--- config.mk ---
export PLATFORM = sky130hd
export DESIGN_NAME = l_transform
export DESIGN_NICKNAME = d
export VERILOG_FILES = /design/src/rtl/l_transform.sv
export SDC_FILE = /design/constraint.sdc
export NUM_CORES = 1
export LEC_CHECK = 0
export ABC_AREA = 1
export BUFFER_PORTS_ARGS = -buffer_cell sky130_fd_sc_hd__buf_2
export CAP_MARGIN = 20
export CORE_ASPECT_RATIO = 0.9
export CORE_UTILIZATION = 45
export DETAILED_ROUTE_END_ITERATION = 8
export GPL_TIMING_DRIVEN = 0
export PLACE_DENSITY_LB_ADDON = 0.15
export SYNTH_ARGS = -nofsm -noshare
export SYNTH_HDL_FRONTEND = slang
export SYNTH_SLANG_ARGS = --single-unit
export TNS_END_PERCENT = 10
--- constraint.sdc ---
create_clock -name clk -period 4.7 [get_ports clk]
set_input_delay 0.94 -clock clk [delete_from_list [all_inputs] [get_ports clk]]
set_output_delay 0.94 -clock clk [all_outputs]
set_load 0.1 [all_outputs]
--- src/rtl/l_transform.sv ---
// Kuznyechik linear layer L (or L^-1): 16 LFSR-style R steps over GF(2^8), one step per clock.
// Single block in flight; IDLE -> BUSY (16 steps) -> DONE (valid/ready handshake).
module l_transform #(
   parameter bit INVERSE = 1'b0
) (
   input  logic         clk,
   input  logic         rst,
   input  logic         in_valid,
   output logic         in_ready,
   input  logic [127:0] data_i,
   output logic         out_valid,
   input  logic         out_ready,
   output logic [127:0] data_o
);

   typedef enum logic [1:0] {IDLE, BUSY, DONE} state_t;

   // Byte i holds the l() coefficient for a_i, aligned with the data byte order.
   localparam logic [127:0] COEFS = 128'h94_20_85_10_C2_C0_01_FB_01_C0_C2_10_85_20_94_01;

   state_t       state;
   logic [3:0]   cnt;
   logic [127:0] work;
   logic [127:0] step;
   logic [127:0] rot;

   function automatic logic [7:0] gf_mul(input logic [7:0] a, input logic [7:0] b);
      logic [7:0] p;
      logic [7:0] x;
      p = 8'h00;
      x = a;
      for (int i = 0; i < 8; i++) begin
         if (b[i]) p = p ^ x;
         x = {x[6:0], 1'b0} ^ (x[7] ? 8'hC3 : 8'h00);
      end
      return p;
   endfunction

   function automatic logic [7:0] lfun(input logic [127:0] v);
      logic [7:0] acc;
      acc = 8'h00;
      for (int i = 0; i < 16; i++)
         acc = acc ^ gf_mul(v[8*i +: 8], COEFS[8*i +: 8]);
      return acc;
   endfunction

   // Inverse step evaluates l over (a14..a0, a15), i.e. the block rotated left by one byte.
   always_comb begin
      rot  = {work[119:0], work[127:120]};
      step = {lfun(work), work[127:8]};
      if (INVERSE)
         step = {work[119:0], lfun(rot)};
   end

   always_ff @(posedge clk) begin
      if (!rst) begin
         state     <= IDLE;
         cnt       <= 4'd0;
         work      <= '0;
         data_o    <= '0;
         out_valid <= 1'b0;
         in_ready  <= 1'b0;
      end else begin
         case (state)
            IDLE: begin
               in_ready <= 1'b1;
               if (in_valid && in_ready) begin
                  work     <= data_i;
                  cnt      <= 4'd0;
                  in_ready <= 1'b0;
                  state    <= BUSY;
               end
            end
            BUSY: begin
               work <= step;
               cnt  <= cnt + 4'd1;
               if (cnt == 4'd15) begin
                  data_o    <= step;
                  out_valid <= 1'b1;
                  state     <= DONE;
               end
            end
            DONE: begin
               if (out_ready) begin
                  out_valid <= 1'b0;
                  in_ready  <= 1'b1;
                  state     <= IDLE;
               end
            end
            default: state <= IDLE;
         endcase
      end
   end

endmodule

== Yosys cells after proc, flatten, opt, wreduce, memory -nomap -nowiden ==
Index checks and enable logic that the tools add are counted.

* Register bits after elaboration: 264
* Input port bits: 132
* Output and inout bits: 130
* Word-level logic and storage cells: 234

* $add $sub $neg: 1
* Equality and inequality tests: 6
* Muxes and demuxes: 95
* Bitwise operators: 116
* Reductions and logical operators: 10

{| class="wikitable"
|+ Operators by type and width
! kind !! number
|-
| XOR 8 bit || 116
|-
| 2-to-1 mux 8 bit || 81
|-
| one-hot mux 128 bit (2 select lines) || 1
|-
| 2-to-1 mux 128 bit || 1
|-
| one-hot mux 4 bit (2 select lines) || 1
|-
| 2-to-1 mux 2 bit || 3
|-
| inequality test 2 bit, second input constant || 3
|-
| one-hot mux 2 bit (3 select lines) || 1
|-
| AND reduction 2 bit || 3
|-
| AND reduction 3 bit || 2
|-
| nonzero test 2 bit || 3
|-
| adder 4 x 1 -> 4 bit, second input constant || 1
|-
| == test 4 bit, second input constant || 1
|-
| 2-to-1 mux 1 bit || 4
|-
| 2-to-1 mux 4 bit || 1
|-
| one-hot mux 1 bit (2 select lines) || 2
|-
| == test 2 x 1 -> 1 bit, second input constant || 1
|-
| == test 2 bit, second input constant || 1
|-
| logical NOT 2 bit || 1
|-
| logical AND 1 bit || 1
|}

== Longest topological paths before layout ==
Gate-level depths: netlist of run 1.

* Depth in word-level cells: 31
* Gate-level depth with buffers: 24
* Depth with buffers taken out: 23

== Least setup slack after synthesis of run 1 ==
No wires, ideal clock.

* Kind: register -> register
* From: register in_ready
* To: register work[0]
* Library setup time: 0.074 ns
* Arrival: 2.205 ns
* Data required time: 4.626 ns
* Setup slack: 2.421 ns
* Stages on the path, launching flop included: 7
* Path buffers: 2
* Clock period less this slack: 2.279 ns
* Cell sequence: dfxtp_1 -> nand2_1 -> a21oi_1 -> clkbuf_1 -> clkbuf_1 -> o21ai_0 -> a31oi_1

* Longest elaborated chain between the ends: 3

{| class="wikitable"
|+ RTL lines
! what !! line !! text
|-
| start: declaration || 9 || <nowiki>output logic in_ready,</nowiki>
|-
| start signal: assignment || 62 || <nowiki>in_ready <= 1'b0;</nowiki>
|-
| start signal: assignment || 66 || <nowiki>in_ready <= 1'b1;</nowiki>
|-
| start signal: assignment || 70 || <nowiki>in_ready <= 1'b0;</nowiki>
|-
| logical AND 1 bit || 67 || <nowiki>if (in_valid && in_ready) begin</nowiki>
|-
| inequality test 2 bit (no source line) || -- ||
|-
| AND reduction 2 bit (no source line) || -- ||
|-
| end signal: assignment || 68 || <nowiki>work <= data_i;</nowiki>
|-
| end signal: assignment || 75 || <nowiki>work <= step;</nowiki>
|-
| end: declaration || 23 || <nowiki>logic [127:0] work;</nowiki>
|}

No other way between the ends.
A chain may end at the register's enable or synchronous reset.

== Worst setup path after layout of run 1 ==
* From: register state[0]
* To: register data_o[106]

* Longest elaborated chain between the ends: 2

{| class="wikitable"
|+ RTL lines
! what !! line !! text
|-
| start: declaration || 21 || <nowiki>state_t state;</nowiki>
|-
| start signal: assignment || 57 || <nowiki>state <= IDLE;</nowiki>
|-
| start signal: assignment || 71 || <nowiki>state <= BUSY;</nowiki>
|-
| start signal: assignment || 80 || <nowiki>state <= DONE;</nowiki>
|-
| == test 2 x 1 -> 1 bit || 64 || <nowiki>case (state)</nowiki>
|-
| AND reduction 2 bit (no source line) || -- ||
|-
| end signal: assignment || 78 || <nowiki>data_o <= step;</nowiki>
|-
| end: declaration || 13 || <nowiki>output logic [127:0] data_o</nowiki>
|}

No other way between the ends.

==> metrics.txt, run 1 <==
status=finished, final reports clean; reg2reg end=data_o[106]$_SDFFE_PN0P_; clk buf depth=3; r2r startpoint=state[0]$_SDFFE_PN0P_; max incr delay on CP=between 0.8 and 0.9 ns; Post-Syn Instances=around 2200; startpoint types=register; core area=32900 um2; min setup slack post-route=1.04 ns; # DRC=0; hold worst-path end=data_o[94]$_SDFFE_PN0P_; setup slack, reg-to-reg=between 1 and 1.5 ns; Port Buffers=around 260; # diodes=0; final worst path period need=about 3.7 ns; crit-path max FO=10; number of gates resized after CTS=0; first-pass GRT wire length=~79 mm; Met3 Wirelength=roughly 4.1 mm; Fin. Hold Viols=0; worst hold path type=reg -> reg; Final Hold Slack=~0.46 ns; num ports=~260; Mean Syn Cell Area=6.76 um2; Synth area leaders=dfxtp_1 (35%), nand2_1 (19%), xor2_1 (5.6%), xnor2_1 (5.1%), a31oi_1 (5.0%); WL met2=22.0 mm; Clock Latency Late Sink=0.56 ns; syn_nets=between 2000 and 2500; post-route ant nets=0; initial drt markers=between 1000 and 1500; max-cap violations=0; Core Rows=63; Worst Path Class, Setup=reg -> reg; Die ar.=34200 um2; HPWL Detailed=between 30 and 40 mm; drt wl/cell=approximately 17 um; Synthesis Warnings=0; Cell variety after synth=35; Die Y=~180 um; multi-input logic area=roughly 8500 um2; WL met1=between 20 and 25 mm; Vias=roughly 16000; Worst Hold Path Cells=2; pre-CTS setup slack=about 1.1 ns; fmax=roughly 270 MHz; layout cells sized above 1=between 10% and 20%; post-synth top area share=35.1%; gr usage total=between 20% and 30%; worst endpoint required time=between 5 and 6 ns; Post-CTS Repair Setup Buffers=0; DP Cell Count=2914; register area share after synthesis=about a third; largest net degree at the start of global routing=15; final slew viol count=0; Initial Util=between 40% and 50%; CP endpoint kind=register; final worst path period share=just under 80%; RSZ-0062 raised after global routing=false; static leakage=8.36 nW; CTS root buffer=clkbuf_16; Worst Skew=roughly 0.0095 ns; Slowest-stage cell, CP=clkbuf_1; peak supply drop=approximately 0.00033 V; GPL Wtd Cong=slightly above 0.9; TritonCTS clock tree=done; largest area contributor in the netlist=dfxtp_1; CTS buffer count=29; initial antenna violation count=0; setup violators final=0; worst rel slew slack=14.1%; Synth Register Bits=roughly 260; H-tree Lvls=1; cell area after synthesis=~15000 um2; Filler cells=3317; Max Used Layer=met4; die outline width=between 150 and 200 um; Sink Count=264; hold_sp=data_o[94]$_SDFFE_PN0P_; crit-path cells=inv_2 -> nor2_1 -> inv_2 -> nor2_1 -> clkbuf_1 -> clkbuf_1 -> a211oi_1; drt via density=around 5.3; global route overflow=0; vias in the first global route=roughly 14000; Final Non-Filler Cells=2966; NumNets Final=2656; CTS hold repair buffers=0; Pwr Density=between 400 and 500 nW/um2; final design utilization=54.6%; Setup TNS Final=0 ns; Reg area=between 5000 and 6000 um2; Clk pin slew, worst setup/hold paths=around 0.060 ns; worst path arrival time=4.07 ns; worst-margin pin slew=~1.3 ns; Pre-Repair DR Iteration Count=6; Reg2Reg Depth=7; Area Overhead vs Synth=19.3%; WL final=approximately 51 mm
==> worst max-delay path by stage <==
stage | from | to | slack [ns] | cells after the start
3_5_place_dp | in_valid | work[67]$_SDFFE_PN0P_ | 1.07 | 6
2_1_floorplan | in_ready$_SDFFE_PN0P_ | work[0]$_SDFFE_PN0P_ | 2.42 | 6
6_report | state[0]$_SDFFE_PN0P_ | data_o[106]$_SDFFE_PN0P_ | 1.04 | 7
5_1_grt | state[0]$_SDFFE_PN0P_ | data_o[68]$_SDFFE_PN0P_ | 0.89 | 9
4_1_cts | state[0]$_SDFFE_PN0P_ | data_o[88]$_SDFFE_PN0P_ | 1.11 | 9
3_3_place_gp | state[0]$_SDFFE_PN0P_ | data_o[67]$_SDFFE_PN0P_ | 0.88 | 8
==> per-layer routing <==
layer | up-vias | global-route usage, %
met3 | 82 | 4.28
met2 | 588 | 45.3
met5 | - | 0
met4 | 0 | 8.30
met1 | 7215 | 42.2
li1 | 7787 | -
==> metrics by stage <==
| step | instance area [um2] | power (mW) |
|---|---|---|
| global route | 18000 | 9.17 |
| finish | 18000 | 8.62 |
| CTS | 18000 | 8.60 |
| global placement | 16900 | 6.00 |
| floorplan | 15100 | 5.21 |
| detailed placement | 16900 | 6.08 |
==> cell usage in the layout (no fill, tap or decap), drive strengths merged <==
cell,synthesis,layout
buf,48,311
xnor2,92,92
ha,1,1
a22oi,1,1
bufinv,0,6
nand2,800,800
xnor3,1,1
clkbuf,99,139
a31oi,120,120
a21oi,70,70
or2,9,9
clkinvlp,0,1
dfxtp,264,264
clkinv,0,3
nand3,125,125
inv,168,170
nor2,105,105
nand4,6,6
a211oi,71,71
o21ai,133,133
nand3b,14,14
xor2,102,102
==> power by group <==
part	switching [mW]	total, mW	internal (mW)
clock network	0.974	2.53	1.55
registers	0.166	2.53	2.37
logic	2.29	3.56	1.27
==> cells in the mapped netlist (all sizes together) <==
cell type and count:
a22oi 1, xor2 102, nor2 105, xnor3 1, a211oi 71, nand2 800, dfxtp 264, buf 48
or2 9, nand4 6, a31oi 120, nand3 125, xnor2 92, a21oi 70, nand3b 14, inv 168
clkbuf 99, ha 1, o21ai 133
==> logic make-up (layout without fill, tap and decap cells) <==
logic type	count (synthesis)	after routing	synth area share [%]
DFF	264	264	35.1
and+or+nand+nor	1059	1059	28.8
adders and majority gates	1	1	0.0831
buffers and inverters	315	630	8.56
xor gates and xnor gates	195	195	12.0
AOI/OAI and AO/OA	395	395	15.4
==> state kept, by name, indices dropped and copies added, names as in the netlist <==
register and cells:
cnt 4, data_o 128, in_ready 1, out_valid 1, state 2, work 128
==> critical path, delay by kind of cell, from the launching register on <==
kind / cells / cell delay (ns)
buf+inv: 4 / 1.74
flops: 1 / 0.37
simple gates: 2 / 1.23
compound gates: 1 / 0.15
==> area by class of cell <==
cell class / instances / area share (%)
clock buffer: 40 / 4.60
clock inverter: 12 / 1.23
multi-input combinational: 1650 / 47.2
timing repair buffer: 263 / 7.43
inverter: 168 / 3.54
buffer: 147 / 3.64
tap: 422 / 2.94
sequential: 264 / 29.4
No activity file was read; power rests on OpenSTA's default activity.
==> inputs of run 2 (changes only) <==
==> constraint.sdc (replaced) <==
create_clock -name clk -period 3.1 [get_ports clk]
set_input_delay 0.62 -clock clk [delete_from_list [all_inputs] [get_ports clk]]
set_output_delay 0.62 -clock clk [all_outputs]
set_load 0.1 [all_outputs]
==> metrics.txt, run 2 (same netlist as run 1, synthesis figures left out) <==
TritonCTS clock tree=done; Global Route met3 Usage=between 4 and 5%; layout cells sized above 1=about 17%; Port Buffers=between 200 and 300; max-cap violations=0; max incr delay on CP=just over 1 ns; H-tree Lvls=1; Final Hold Slack=roughly 0.33 ns; die outline width=around 200 um; final worst path period need=3.14 ns; Post-CTS Repair Setup Buffers=0; worst hold path type=in -> reg; num ports=262; largest net degree at the start of global routing=15; Pre-Repair DR Iteration Count=6; Filler cells=approximately 3300; final worst path period share=101%; Die Y=about 180 um; RSZ-0062 raised after global routing=true; most frequent cell on the critical path=clkbuf_1; met1 Usage GRT=between 40 and 50%; setup violators final=4; startpoint types=register; CTS buffer count=29; Pwr Density=around 730 nW/um2; biggest regs=data_o x128, work x128, cnt x4; Reg area=5290 um2; peak supply drop=around 0.00051 V; Worst Path Class, Setup=reg -> reg; GPL Wtd Cong=roughly 0.9; clk buf depth=3; worst-margin pin slew=about 1.3 ns; GRT Max-Usage Layer=met2; worst rel slew slack=between 10% and 20%; leading cell type in the layout, fill and taps excluded=nand2_1; Clk pin slew, worst setup/hold paths=around 0.06 ns; pre-CTS setup slack=-0.454 ns; drt via density=5.30; fmax=about 320 MHz; min setup slack post-route=-0.0407 ns; Vias=~16000; crit-path cells=inv_2 -> a21oi_1 -> clkbuf_1 -> clkbuf_1 -> a31oi_1; Initial Util=between 40% and 50%; CTS hold repair buffers=0; final slew viol count=0; commonest non-fill, non-tap cells in the layout=nand2_1 (774), buf_2 (284), dfxtp_1 (264); violated checks=negative setup slack; HPWL Detailed=slightly below 40 mm; # DRC=0; Fin. Hold Viols=0; initial antenna violation count=0; global route overflow=0; GRT met2 Usage=45.3%; gr usage total=around 30%; Slowest-stage cell, CP=a21oi_1; Worst Skew=~0.0073 ns; NumNets Final=about 2700; CTS root buffer=clkbuf_16; setup slack, reg-to-reg=-0.04 ns; worst endpoint required time=3.50 ns; drt wl/cell=around 17 um; status=finished, violations left; Area Overhead vs Synth=19.4%; multi-input logic area=~8500 um2; crit-path max FO=11; CP endpoint kind=register; initial drt markers=roughly 1500; worst path arrival time=around 3.5 ns; static leakage=approximately 8.4 nW; Die ar.=between 30000 and 40000 um2; Core Rows=63; WL final=between 50 and 60 mm; Clock Latency Late Sink=around 0.56 ns; vias in the first global route=approximately 14000; first-pass GRT wire length=~79 mm; core area=32900 um2; Sink Count=approximately 260; post-route ant nets=0
## run 2: cell types whose count changed in the layout (fill, tap and decap cells not counted)
cell and change:
diode_2 +1, clkbuf_1 -2, nor2_1 -2, nor2_2 +2
clkbuf_2 +2
## run 2: power breakdown
group	switching, mW	internal, mW
clock	1.48	2.35
combinational	3.47	1.92
sequential	0.253	3.59
total	5.20	7.86
## run 2: metrics by stage
step                area, um2  cells  power (mW)  TNS (ns)  util [%]
floorplan               15100   2229        7.90         0         -
global placement        16900   2912        9.10    -68.69      51.3
detailed placement      16900   2914        9.22    -45.65      51.4
CTS                     18000   2966        13.0         0      54.6
global route            18000   2966        13.9   -0.0442      54.6
finish                  18000   2967        13.1   -0.0461      54.6
## run 2: area by class of cell
| class | instances | share of cell area (%) |
|---|---|---|
| Multi-Input combinational cell | 1650 | 47.2 |
| Sequential cell | 264 | 29.4 |
| Timing Repair Buffer | 263 | 7.43 |
| Clock buffer | 40 | 4.60 |
| Buffer | 147 | 3.65 |
| Inverter | 168 | 3.53 |
| Tap cell | 422 | 2.94 |
| Clock inverter | 12 | 1.22 |
| Antenna cell | 1 | 0.0139 |
## run 2: what timing repair did
action / CTS / global route
setup endpoints to repair: 127 / 4
resized for setup: 4 / 0
cloned: 0 / 0
## run 2: per-layer routing
metal | part of all wire (%) | routed length [um]
met5 | 0 | 0
met1 | 46 | 23500
met2 | 43 | 22100
met3 | 8.3 | 4260
met4 | 2.7 | 1400
## run 2: path summary, 6_finish.rpt
| kind | cells past startpoint | start | end |
|---|---|---|---|
| min | 3 | data_i[89] | work[89]$_SDFFE_PN0P_ |
| min reg2reg | 2 | data_o[94]$_SDFFE_PN0P_ | data_o[94]$_SDFFE_PN0P_ |
| max reg2reg | 5 | state[0]$_SDFFE_PN0P_ | work[67]$_SDFFE_PN0P_ |
| max | 5 | state[0]$_SDFFE_PN0P_ | work[67]$_SDFFE_PN0P_ |
## run 2: critical path: cells and delay by family (launching register included)
family	cells	cell delay, ns
AOI/OAI and AO/OA	2	1.19
buffers and inverters	3	1.39
DFF	1	0.37
